==> config.mk <==
export PLATFORM = sky130hd
export DESIGN_NAME = door_access_sequencer
export DESIGN_NICKNAME = d
export VERILOG_FILES = /design/src/rtl/door_access_sequencer.sv
export SDC_FILE = /design/constraint.sdc
export NUM_CORES = 1
export LEC_CHECK = 0
export ABC_AREA = 1
export BUFFER_PORTS_ARGS = -buffer_cell sky130_fd_sc_hd__clkbuf_2
export CORE_MARGIN = 2
export CORE_UTILIZATION = 51
export CTS_BUF_LIST = sky130_fd_sc_hd__clkbuf_8
export CTS_CLUSTER_DIAMETER = 40
export DETAILED_ROUTE_END_ITERATION = 8
export GPL_TIMING_DRIVEN = 1
export HOLD_SLACK_MARGIN = 0.08
export PLACE_DENSITY_LB_ADDON = 0.12
export SYNTH_ARGS = -nofsm -noshare
export SYNTH_HDL_FRONTEND = slang
export SYNTH_SLANG_ARGS = --single-unit
export TNS_END_PERCENT = 5
==> constraint.sdc <==
create_clock -name clk -period 3.15 [get_ports clk]
set_input_delay 0.315 -clock clk [delete_from_list [all_inputs] [get_ports clk]]
set_output_delay 0.315 -clock clk [all_outputs]
set_load 0.05 [all_outputs]
==> src/rtl/door_access_sequencer.sv <==
// Door LED-bar sequencer: arbitrates outside/inside open requests round-robin and runs
// one open/hold/close animation per grant while tracking room occupancy.
module door_access_sequencer #(
    parameter int STEP_CYCLES = 5_000_000,
    parameter int HOLD_STEPS  = 20,
    parameter int N_LEDS      = 10
) (
    input  logic              clk,
    input  logic              rst_a_p,
    input  logic              req_out,
    input  logic              req_in,
    input  logic              obstruct,
    output logic [N_LEDS-1:0] leds,
    output logic              person_in,
    output logic              grant_out,
    output logic              grant_in,
    output logic              busy,
    output logic [1:0]        state
);

    localparam int PW = $clog2(N_LEDS + 1);
    localparam int SW = $clog2(STEP_CYCLES);
    localparam int HW = $clog2(HOLD_STEPS + 1);

    localparam logic [1:0] S_IDLE    = 2'd0;
    localparam logic [1:0] S_OPENING = 2'd1;
    localparam logic [1:0] S_HOLD    = 2'd2;
    localparam logic [1:0] S_CLOSING = 2'd3;

    localparam logic [PW-1:0] POS_MAX   = PW'(N_LEDS);
    localparam logic [SW-1:0] STEP_LAST = SW'(STEP_CYCLES - 1);
    localparam logic [HW-1:0] HOLD_LAST = HW'(HOLD_STEPS - 1);

    logic [1:0]    state_q,     state_d;
    logic [PW-1:0] pos_q,       pos_d;
    logic [SW-1:0] step_q,      step_d;
    logic [HW-1:0] hold_q,      hold_d;
    logic          pend_out_q,  pend_out_d;
    logic          pend_in_q,   pend_in_d;
    logic          last_in_q,   last_in_d;
    logic          req_out_q,   req_out_d;
    logic          req_in_q,    req_in_d;
    logic          grant_out_q, grant_out_d;
    logic          grant_in_q,  grant_in_d;
    logic          person_in_q, person_in_d;

    logic edge_out_s, edge_in_s, own_edge_s, tick_s;

    // Next-state logic: edge capture, arbitration, step/hold timing and door position
    always_comb begin
        state_d     = state_q;
        pos_d       = pos_q;
        hold_d      = hold_q;
        last_in_d   = last_in_q;
        grant_out_d = grant_out_q;
        grant_in_d  = grant_in_q;
        person_in_d = person_in_q;
        req_out_d   = req_out;
        req_in_d    = req_in;

        edge_out_s = req_out & ~req_out_q;
        edge_in_s  = req_in & ~req_in_q;
        own_edge_s = (edge_out_s & grant_out_q) | (edge_in_s & grant_in_q);
        tick_s     = (state_q != S_IDLE) && (step_q == STEP_LAST);

        // An edge from the side already being served never queues a second cycle
        pend_out_d = pend_out_q | (edge_out_s & ~grant_out_q);
        pend_in_d  = pend_in_q  | (edge_in_s  & ~grant_in_q);

        if (tick_s || (state_q == S_IDLE)) begin
            step_d = '0;
        end else begin
            step_d = step_q + SW'(1);
        end

        case (state_q)
            S_IDLE: begin
                if (pend_out_q && (!pend_in_q || last_in_q)) begin
                    state_d     = S_OPENING;
                    grant_out_d = 1'b1;
                    pend_out_d  = 1'b0;
                    last_in_d   = 1'b0;
                end else if (pend_in_q) begin
                    state_d    = S_OPENING;
                    grant_in_d = 1'b1;
                    pend_in_d  = 1'b0;
                    last_in_d  = 1'b1;
                end else begin
                    state_d = S_IDLE;
                end
            end
            S_OPENING: begin
                // A reopen from a fully open door goes straight back to HOLD
                if (pos_q == POS_MAX) begin
                    state_d = S_HOLD;
                    hold_d  = '0;
                end else if (tick_s) begin
                    pos_d = pos_q + PW'(1);
                    if (pos_q + PW'(1) == POS_MAX) begin
                        state_d = S_HOLD;
                        hold_d  = '0;
                    end else begin
                        state_d = S_OPENING;
                    end
                end else begin
                    state_d = S_OPENING;
                end
            end
            S_HOLD: begin
                // Blocking or re-pressing restarts a full hold period
                if (obstruct || own_edge_s) begin
                    hold_d = '0;
                    step_d = '0;
                end else if (tick_s) begin
                    if (hold_q == HOLD_LAST) begin
                        state_d = S_CLOSING;
                        hold_d  = '0;
                    end else begin
                        hold_d = hold_q + HW'(1);
                    end
                end else begin
                    hold_d = hold_q;
                end
            end
            S_CLOSING: begin
                if (obstruct) begin
                    state_d = S_OPENING;
                end else if (tick_s) begin
                    pos_d = pos_q - PW'(1);
                    if (pos_q == PW'(1)) begin
                        state_d     = S_IDLE;
                        person_in_d = grant_out_q;
                        grant_out_d = 1'b0;
                        grant_in_d  = 1'b0;
                    end else begin
                        state_d = S_CLOSING;
                    end
                end else begin
                    state_d = S_CLOSING;
                end
            end
            default: begin
                state_d     = S_IDLE;
                pos_d       = '0;
                grant_out_d = 1'b0;
                grant_in_d  = 1'b0;
            end
        endcase

        if (state_d != state_q) begin
            step_d = '0;
        end else begin
            step_d = step_d;
        end
    end

    // State registers with asynchronous reset
    always_ff @(posedge clk or posedge rst_a_p) begin
        if (rst_a_p) begin
            state_q     <= S_IDLE;
            pos_q       <= '0;
            step_q      <= '0;
            hold_q      <= '0;
            pend_out_q  <= 1'b0;
            pend_in_q   <= 1'b0;
            last_in_q   <= 1'b1;
            req_out_q   <= 1'b0;
            req_in_q    <= 1'b0;
            grant_out_q <= 1'b0;
            grant_in_q  <= 1'b0;
            person_in_q <= 1'b0;
        end else begin
            state_q     <= state_d;
            pos_q       <= pos_d;
            step_q      <= step_d;
            hold_q      <= hold_d;
            pend_out_q  <= pend_out_d;
            pend_in_q   <= pend_in_d;
            last_in_q   <= last_in_d;
            req_out_q   <= req_out_d;
            req_in_q    <= req_in_d;
            grant_out_q <= grant_out_d;
            grant_in_q  <= grant_in_d;
            person_in_q <= person_in_d;
        end
    end

    // Thermometer decode of the registered door position
    always_comb begin
        for (int i = 0; i < N_LEDS; i++) begin
            leds[i] = (i < int'(pos_q));
        end
    end

    assign person_in = person_in_q;
    assign grant_out = grant_out_q;
    assign grant_in  = grant_in_q;
    assign busy      = (state_q != S_IDLE);
    assign state     = state_q;

endmodule

==> impl_results.md, run 1 <==
- Vias: 2337
- Die ar.: just under 6000 µm²
- Antenna Nets Post-Route: 0
- Initial DRT Pass Iterations: 6
- Crit path DAT: 1.76 ns
- Synth top area cells: dfrtp_1 38%, nand2_1 10%, inv_1 7.1%
- Post-Route WL: approximately 5500 µm
- Yosys top cell by area: dfrtp_1
- Pwr Density: just over 600 nW/µm²
- Core area: 5110 µm²
- Routing usage on met2: 0.312
- Period minus WS final: ~2.1 ns
- Max-slew headroom: 0.658
- CP Launch Type: flop
- # hold bufs at CTS: 0
- Clock Pin Slew Worst Setup and Hold Paths: 0.09 ns
- #FFs+latches synth: 42
- GR Util met1: 0.300
- Crit-path cells: inv_1 -> ha_1 -> or2_2 -> nand2_1 -> clkbuf_2
- Status: complete, no violations
- Gr busiest metal: met2
- Setup crit end kind: output port
- Xor/xnor cell area share of the yosys netlist: 0.0359
- Final net count: 400
- I/O pin total: 21
- Post-Synth Simple-Gate Area: 0.382
- Final Max Slew Viols: 0
- Hold_ws: 0.0956 ns
- H-tree Lvls: 2
- Placer's final routability congestion estimate: 0.941
- Vias in the first global route: around 2200
- Vias per cell: ~5.1
- Worst Path Buf+Inv: 2
- Num CTS Buffers: 5
- Post-synthesis adder-cell area fraction: 0.0280
- Clock skew: 0.00493 ns
- Finish-stage setup viols: 0
- Post-CTS Resized: 0
- Post-synth top area share: 0.382
- Post-synthesis compound-gate area fraction: 0.0746
- FP Rows: 26
- Share of cells above drive strength 1: 0.203
- RSZ-0062 raised after global routing: no
- Setup_tns: 0 ns
- DPL Wire Length: 4160 µm
- Die width: 76.6 µm
- Post-Syn Instances: 365
- Family with the most delay on the worst path: flip-flops
- First-pass GRT wire length: 9920 µm
- Period utilization: 0.660
- Critical path required time: 2.83 ns
- DR WL/cell: 12.0 µm
- Met3 usage: 0.0450
- Worst-Margin Slew: roughly 0.5 ns
- Ys Warns: 0
- Maximum VDD drop: 0.531 mV
- CP max stage delay: ~0.46 ns
- Post-Synthesis Net Count: roughly 380
- Postcts setup bufs: 0
- N_diodes: 0
- LEAKAGE: around 1.3 nW
- Global Route Usage Sum: 0.208
- Overflow after GRT: 0
- Max_cap viols: 0
- Largest net degree at the start of global routing: between 40 and 50
- Drt first-iter violations: 131
- Residual DRC: 0
- Clk_lat worst skew: about 0.31 ns
- Crit Path Max Fanout: 6
- Post-synthesis mux area share: 0
- Clock sink count: 42
- Buffers on Ports: 20
- Netlist Area Pre-Place: 2690 µm²
- CP Class: flop to output port
- Clk root buf: clkbuf_8
- Initial antenna violation count: 0
- Die height: 76.6 µm
- Multi-input gate area: 1400 µm²
- Max Root-Sink Buffers: 2
- Flip-flop and latch area: between 1000 and 1500 µm²
- Post-synthesis sequential area ratio: 0.392
- CTS tree: built
- Final hold violations: 0
- Syn-to-layout area delta: 9.65%
- Initial Util: 0.526
- Worst Hold Class: input port to async pin
- Syn_area_per_cell: 7.36 µm²
- Filler cell count: 496
- Number of library cell types mapped by synthesis: 33
- Largest family of logic cells by synthesized area: simple AND/OR/NAND/NOR gates
- Fmax: 0.481 GHz
- Slowest stage cell, crit path: dfrtp_1
## worst paths after layout
check	cells after the start	slack (ns)	from	to
setup / recovery	5	1.07	pos_q[1]	leds[4]
hold / removal	3	0.1	rst_a_p	step_q[16]
setup reg to reg	12	1.11	step_q[0]	step_q[1]
hold reg to reg	2	0.48	last_in_q	last_in_q
max in group asynchronous	3	2.69	rst_a_p	last_in_q
min in group clk	1	0.14	req_in	req_in_q
## power breakdown
part           switching [mW]  leakage, nW  internal [mW]
Clock                   0.211       0.0447          0.160
Combinational           0.582        0.743          0.178
Sequential             0.0605        0.550          0.617
Total                   0.853         1.34          0.955
## per-layer routing
layer / up-vias / routed length [µm]
li1: 1202 / -
met1: 1084 / 2860
met2: 43 / 2430
met3: 8 / 177
met4: 0 / 67
met5: - / 0
## metrics by stage
step	area (µm²)	power (mW)	util	worst slack, ns	std cells
detailed placement	2850	1.45	0.558	1.15	452
floorplan	2690	1.31	-	1.01	365
global placement	2850	1.44	0.558	1.19	452
global route	2940	1.94	0.576	0.913	460
finish	2940	1.81	0.576	1.07	460
CTS	2940	1.82	0.576	1.08	460
## cell families (layout without fill, tap and decap cells)
| logic type | Yosys count | count (layout) |
|---|---|---|
| DFF | 42 | 42 |
| and+or+nand+nor | 213 | 213 |
| buffers and inverters | 58 | 83 |
| xor gates and xnor gates | 11 | 11 |
| AOI/OAI and AO/OA | 35 | 35 |
| adders and majority gates | 6 | 6 |
## registers in the layout, indices dropped and copies added (netlist names)
register,flops
step_q,23
hold_q,5
pos_q,4
state,2
grant_in,1
grant_out,1
last_in_q,1
pend_in_q,1
pend_out_q,1
person_in,1
req_in_q,1
req_out_q,1
## layout by cell type, fill, tap and decap left out, types with 6 or more instances in the layout
cell	instances
nor2_2	27
inv_1	50
a21oi_1	7
o21ai_0	22
clkbuf_2	20
nand2_1	75
nand4_1	7
ha_1	6
or2_2	7
dfrtp_1	41
xor2_1	9
nand3_1	35
nor2_1	41
## cells in the mapped netlist, drive strengths merged
cell type and count:
nand2 80, nor2 69, inv 53, dfrtp 41, nand3 36, o21ai 22
xor2 9, nand4 8, a21oi 7, nor3 7, or2 7, ha 6
nand3b 4, buf 3, clkbuf 2, o21a 2, xnor2 2, a211oi 1
dfstp 1, nor4 1, o211ai 1, o21bai 1, o22ai 1, or3 1
## final cells by class
class | count | share of cell area
Multi-Input combinational cell | 265 | 0.474
Sequential cell | 42 | 0.357
Inverter | 53 | 0.0676
Timing Repair Buffer | 22 | 0.0391
Tap cell | 70 | 0.0297
Clock buffer | 5 | 0.0234
Clock inverter | 3 | 0.00850
## worst register-to-register path, delay by kind of cell, from the launching register on
family / cells / cell delay (ns)
flip-flops: 1 / 0.36
AND/OR/NAND/NOR: 10 / 1.30
adder cells (fa/ha/maj): 1 / 0.21
buffers and inverters: 1 / 0.06
No activity file was read; power rests on OpenSTA's default activity.
==> inputs of run 2 (changes only) <==
--- a/config.mk
+++ b/config.mk
@@ -5,7 +5,7 @@
 export SDC_FILE = /design/constraint.sdc
 export NUM_CORES = 1
 export LEC_CHECK = 0
-export ABC_AREA = 1
+export ABC_AREA = 0
 export BUFFER_PORTS_ARGS = -buffer_cell sky130_fd_sc_hd__clkbuf_2
 export CORE_MARGIN = 2
 export CORE_UTILIZATION = 51
==> constraint.sdc (replaced) <==
create_clock -name clk -period 2.1 [get_ports clk]
set_input_delay 0.21 -clock clk [delete_from_list [all_inputs] [get_ports clk]]
set_output_delay 0.21 -clock clk [all_outputs]
set_load 0.05 [all_outputs]
==> impl_results.md, run 2 <==
- Status: complete, no violations
- DR WL/cell: 13.2 µm
- Hold_ws: roughly 0.32 ns
- Clk_lat worst skew: roughly 0.29 ns
- Count leader, synth: dfrtp_1
- Critical path required time: about 2.3 ns
- I/O pin total: 21
- Buffers on Ports: 20
- WP depth: 7
- Post-synthesis mux area share: 0.0133
- Vias in the first global route: 1695
- Max Root-Sink Buffers: 2
- Share of cells above drive strength 1: 0.253
- Commonest non-fill, non-tap cells in the layout: 39 x dfrtp_1, 32 x nor2_1, 25 x buf_4
- H-tree Lvls: 2
- Final hold violations: 0
- Clk pwr share: 0.340
- Core area: 4410 µm²
- GR Util met1: 0.295
- Post-synth top area share: 0.436
- Max_cap viols: 0
- Top_reg_cell synth: dfrtp_1
- Post-Syn Instances: 244
- Vias per cell: 5.23
- EDFF count, synth: 0
- CP Class: input port to flop
- Synth top area cells: dfrtp_1 44%, nor2_1 5.3%, xor2_1 4.8%
- Antenna Nets Post-Route: 0
- Largest registers: step_q (23), hold_q (5), pos_q (4)
- Post-synth ARST share: 1.00
- Met3 usage: 0.0375
- Maximum VDD drop: 0.329 mV
- Clk root buf: clkbuf_8
- Syn-to-layout area delta: 19.1%
- Sequential Power Share: 0.566
- Drt first-iter violations: between 100 and 150
- Vias: about 1800
- Filler cell count: 381
- Worst-Margin Slew: 0.682 ns
- Commonest non-fill, non-tap cell in the layout: dfrtp_1
- Post-synthesis compound-gate area fraction: 0.110
- Die height: slightly above 70 µm
- Placer's final routability congestion estimate: 0.854
- N_diodes: 0
- Xor/xnor cell area share of the yosys netlist: 0.0930
- Max-slew headroom: 0.534
- Period utilization: 0.958
- Most frequent cells after synthesis: 41 x dfrtp_1, 33 x nor2_1, 22 x nand2_1
- Num CTS Buffers: 5
- Combinational Power Share: 0.093
- Global Route Usage Sum: 0.195
- Clock skew: between 0.006 and 0.007 ns
- Setup_tns: 0 ns
- Overflow after GRT: 0
- Post-synthesis adder-cell area fraction: 0.0319
- Number of library cell types mapped by synthesis: 55
- CP Launch Type: input port
- Syn_area_per_cell: 9.65 µm²
- FP Rows: 24
- Crit Path Max Fanout: 4
- Final Cell Area: 2800 µm²
- Biggest register: step_q
- Netlist Area Pre-Place: 2350 µm²
- Fmax: 0.497 GHz
- Die width: slightly above 70 µm
- Slowest stage cell, crit path: dlygate4sd3_1
- Worst Hold Class: input port to flop
- Clock Pin Slew Worst Setup and Hold Paths: 0.08 ns
- Finish-stage setup viols: 0
- LEAKAGE: 1.29 nW
- Setup crit end kind: flop
- Worst r2r path cells: 5
- Gr busiest metal: met1
- CTS tree: built
- Crit-path cells: dlygate4sd3_1 -> clkbuf_2 -> and2b_2 -> a2111o_1 -> buf_4 -> or4_1 -> nand3_1
- Crit path DAT: between 2 and 2.5 ns
- Final core utilization: 0.635
- Initial Util: 0.533
- Residual DRC: 0
- Ys Warns: 0
- Routing usage on met2: 0.279
- Largest net degree at the start of global routing: 43
- WHS Path Cells: 3
- Initial antenna violation count: 0
- Max FFs per register: 23
- Period minus WS final: 2.01 ns
- Switch Pwr: 0.366 mW
- DPL Wire Length: 3320 µm
- Largest family of logic cells by synthesized area: simple AND/OR/NAND/NOR gates
- Worst Path Buf+Inv: 3
- Pre-CTS setup slack: roughly 0.023 ns
- Yosys top cell by area: dfrtp_1
- CP max stage delay: 0.53 ns
- #FFs+latches synth: 42
- Final Max Slew Viols: 0
- Post-Synth Simple-Gate Area: 0.267
- Clock sink count: 42
- Family with the most delay on the worst path: simple AND/OR/NAND/NOR gates
- Internal Power: 1.09 mW
- Slack of the critical path: roughly 0.089 ns
- First-pass GRT wire length: 7860 µm
- Switching share of power: 0.251
- Die ar.: 5170 µm²
- Dpl cell area: 2670 µm²
- Post-Synthesis Net Count: ~260
- Post-Route WL: approximately 4500 µm
- Post-synthesis sequential area ratio: 0.447
- Initial DRT Pass Iterations: 4
- Pwr Density: 521 nW/µm²
- Final net count: 303
## run 2: cell types whose count changed in the layout (fill, tap and decap cells not counted), moves of 5 or more
cell     delta
o21ai_0    -12
nand3_1    -24
nor2_1      -9
inv_1      -38
buf_4      +23
xnor2_1    +10
nand2_1    -54
nor2_2     -25
and3_1      +5
or2_2       -6
## run 2: cells by family (layout without fill, tap and decap cells)
logic type | count (synthesis) | count (layout)
multiplexers | 3 | 3
flip-flops | 42 | 42
AO/OA/AOI/OAI | 38 | 38
XOR/XNOR | 25 | 25
adder cells (fa/ha/maj) | 6 | 6
buffers and inverters | 18 | 67
AND/OR/NAND/NOR | 112 | 112
## run 2: area by class of cell
| type | count | area (µm²) | share of cell area |
|---|---|---|---|
| Clock inverter | 3 | 15.0 | 0.00536 |
| Inverter | 10 | 37.5 | 0.0134 |
| Timing Repair Buffer | 49 | 338 | 0.121 |
| Sequential cell | 42 | 1050 | 0.376 |
| Multi-Input combinational cell | 184 | 1220 | 0.437 |
| Tap cell | 52 | 65.1 | 0.0232 |
| Clock buffer | 5 | 68.8 | 0.0246 |
## run 2: path summary, 6_finish.rpt
kind | start | end | slack [ns]
worst max-delay path | req_out | hold_q[4] | 0.09
worst min-delay path | obstruct | grant_in | 0.32
worst max register to register | step_q[13] | person_in | 0.09
worst min register to register | pend_out_q | last_in_q | 0.51
max in group asynchronous | rst_a_p | pos_q[0] | 1.15
min in group asynchronous | rst_a_p | state[1] | 0.58
## run 2: stage by stage
stage               power (mW)  std cells
finish                    1.46        345
global route              1.51        345
CTS                       1.47        344
detailed placement       0.971        333
global placement         0.970        333
floorplan                0.924        244
## run 2: worst reg2reg max path, delay by kind of cell, from the launching register on
family        cells  cell delay [ns]
flops             1             0.41
simple gates      4             1.12
mux               1             0.35
## run 2: repair_timing
item	in CTS	in global routing
endpoints found under the setup margin	1	33
hold buffers	3	0
setup buffers	0	1
resized for setup	1	6
endpoints found under the hold margin	43	0
pin swaps	0	3
## run 2: routing by layer
| layer | part of all wire | vias to the layer above |
|---|---|---|
| met3 | 0.027 | 6 |
| li1 | - | 932 |
| met5 | 0 | - |
| met4 | 0.014 | 0 |
| met1 | 0.54 | 840 |
| met2 | 0.42 | 26 |
## run 2: power by group through the flow
stage | combinational (mW) | clock (mW) | sequential (mW)
global placement | 0.128 | 0 | 0.842
global route | 0.150 | 0.534 | 0.828
finish | 0.136 | 0.496 | 0.826
CTS | 0.133 | 0.512 | 0.826
detailed placement | 0.128 | 0 | 0.843
floorplan | 0.0743 | 0 | 0.850
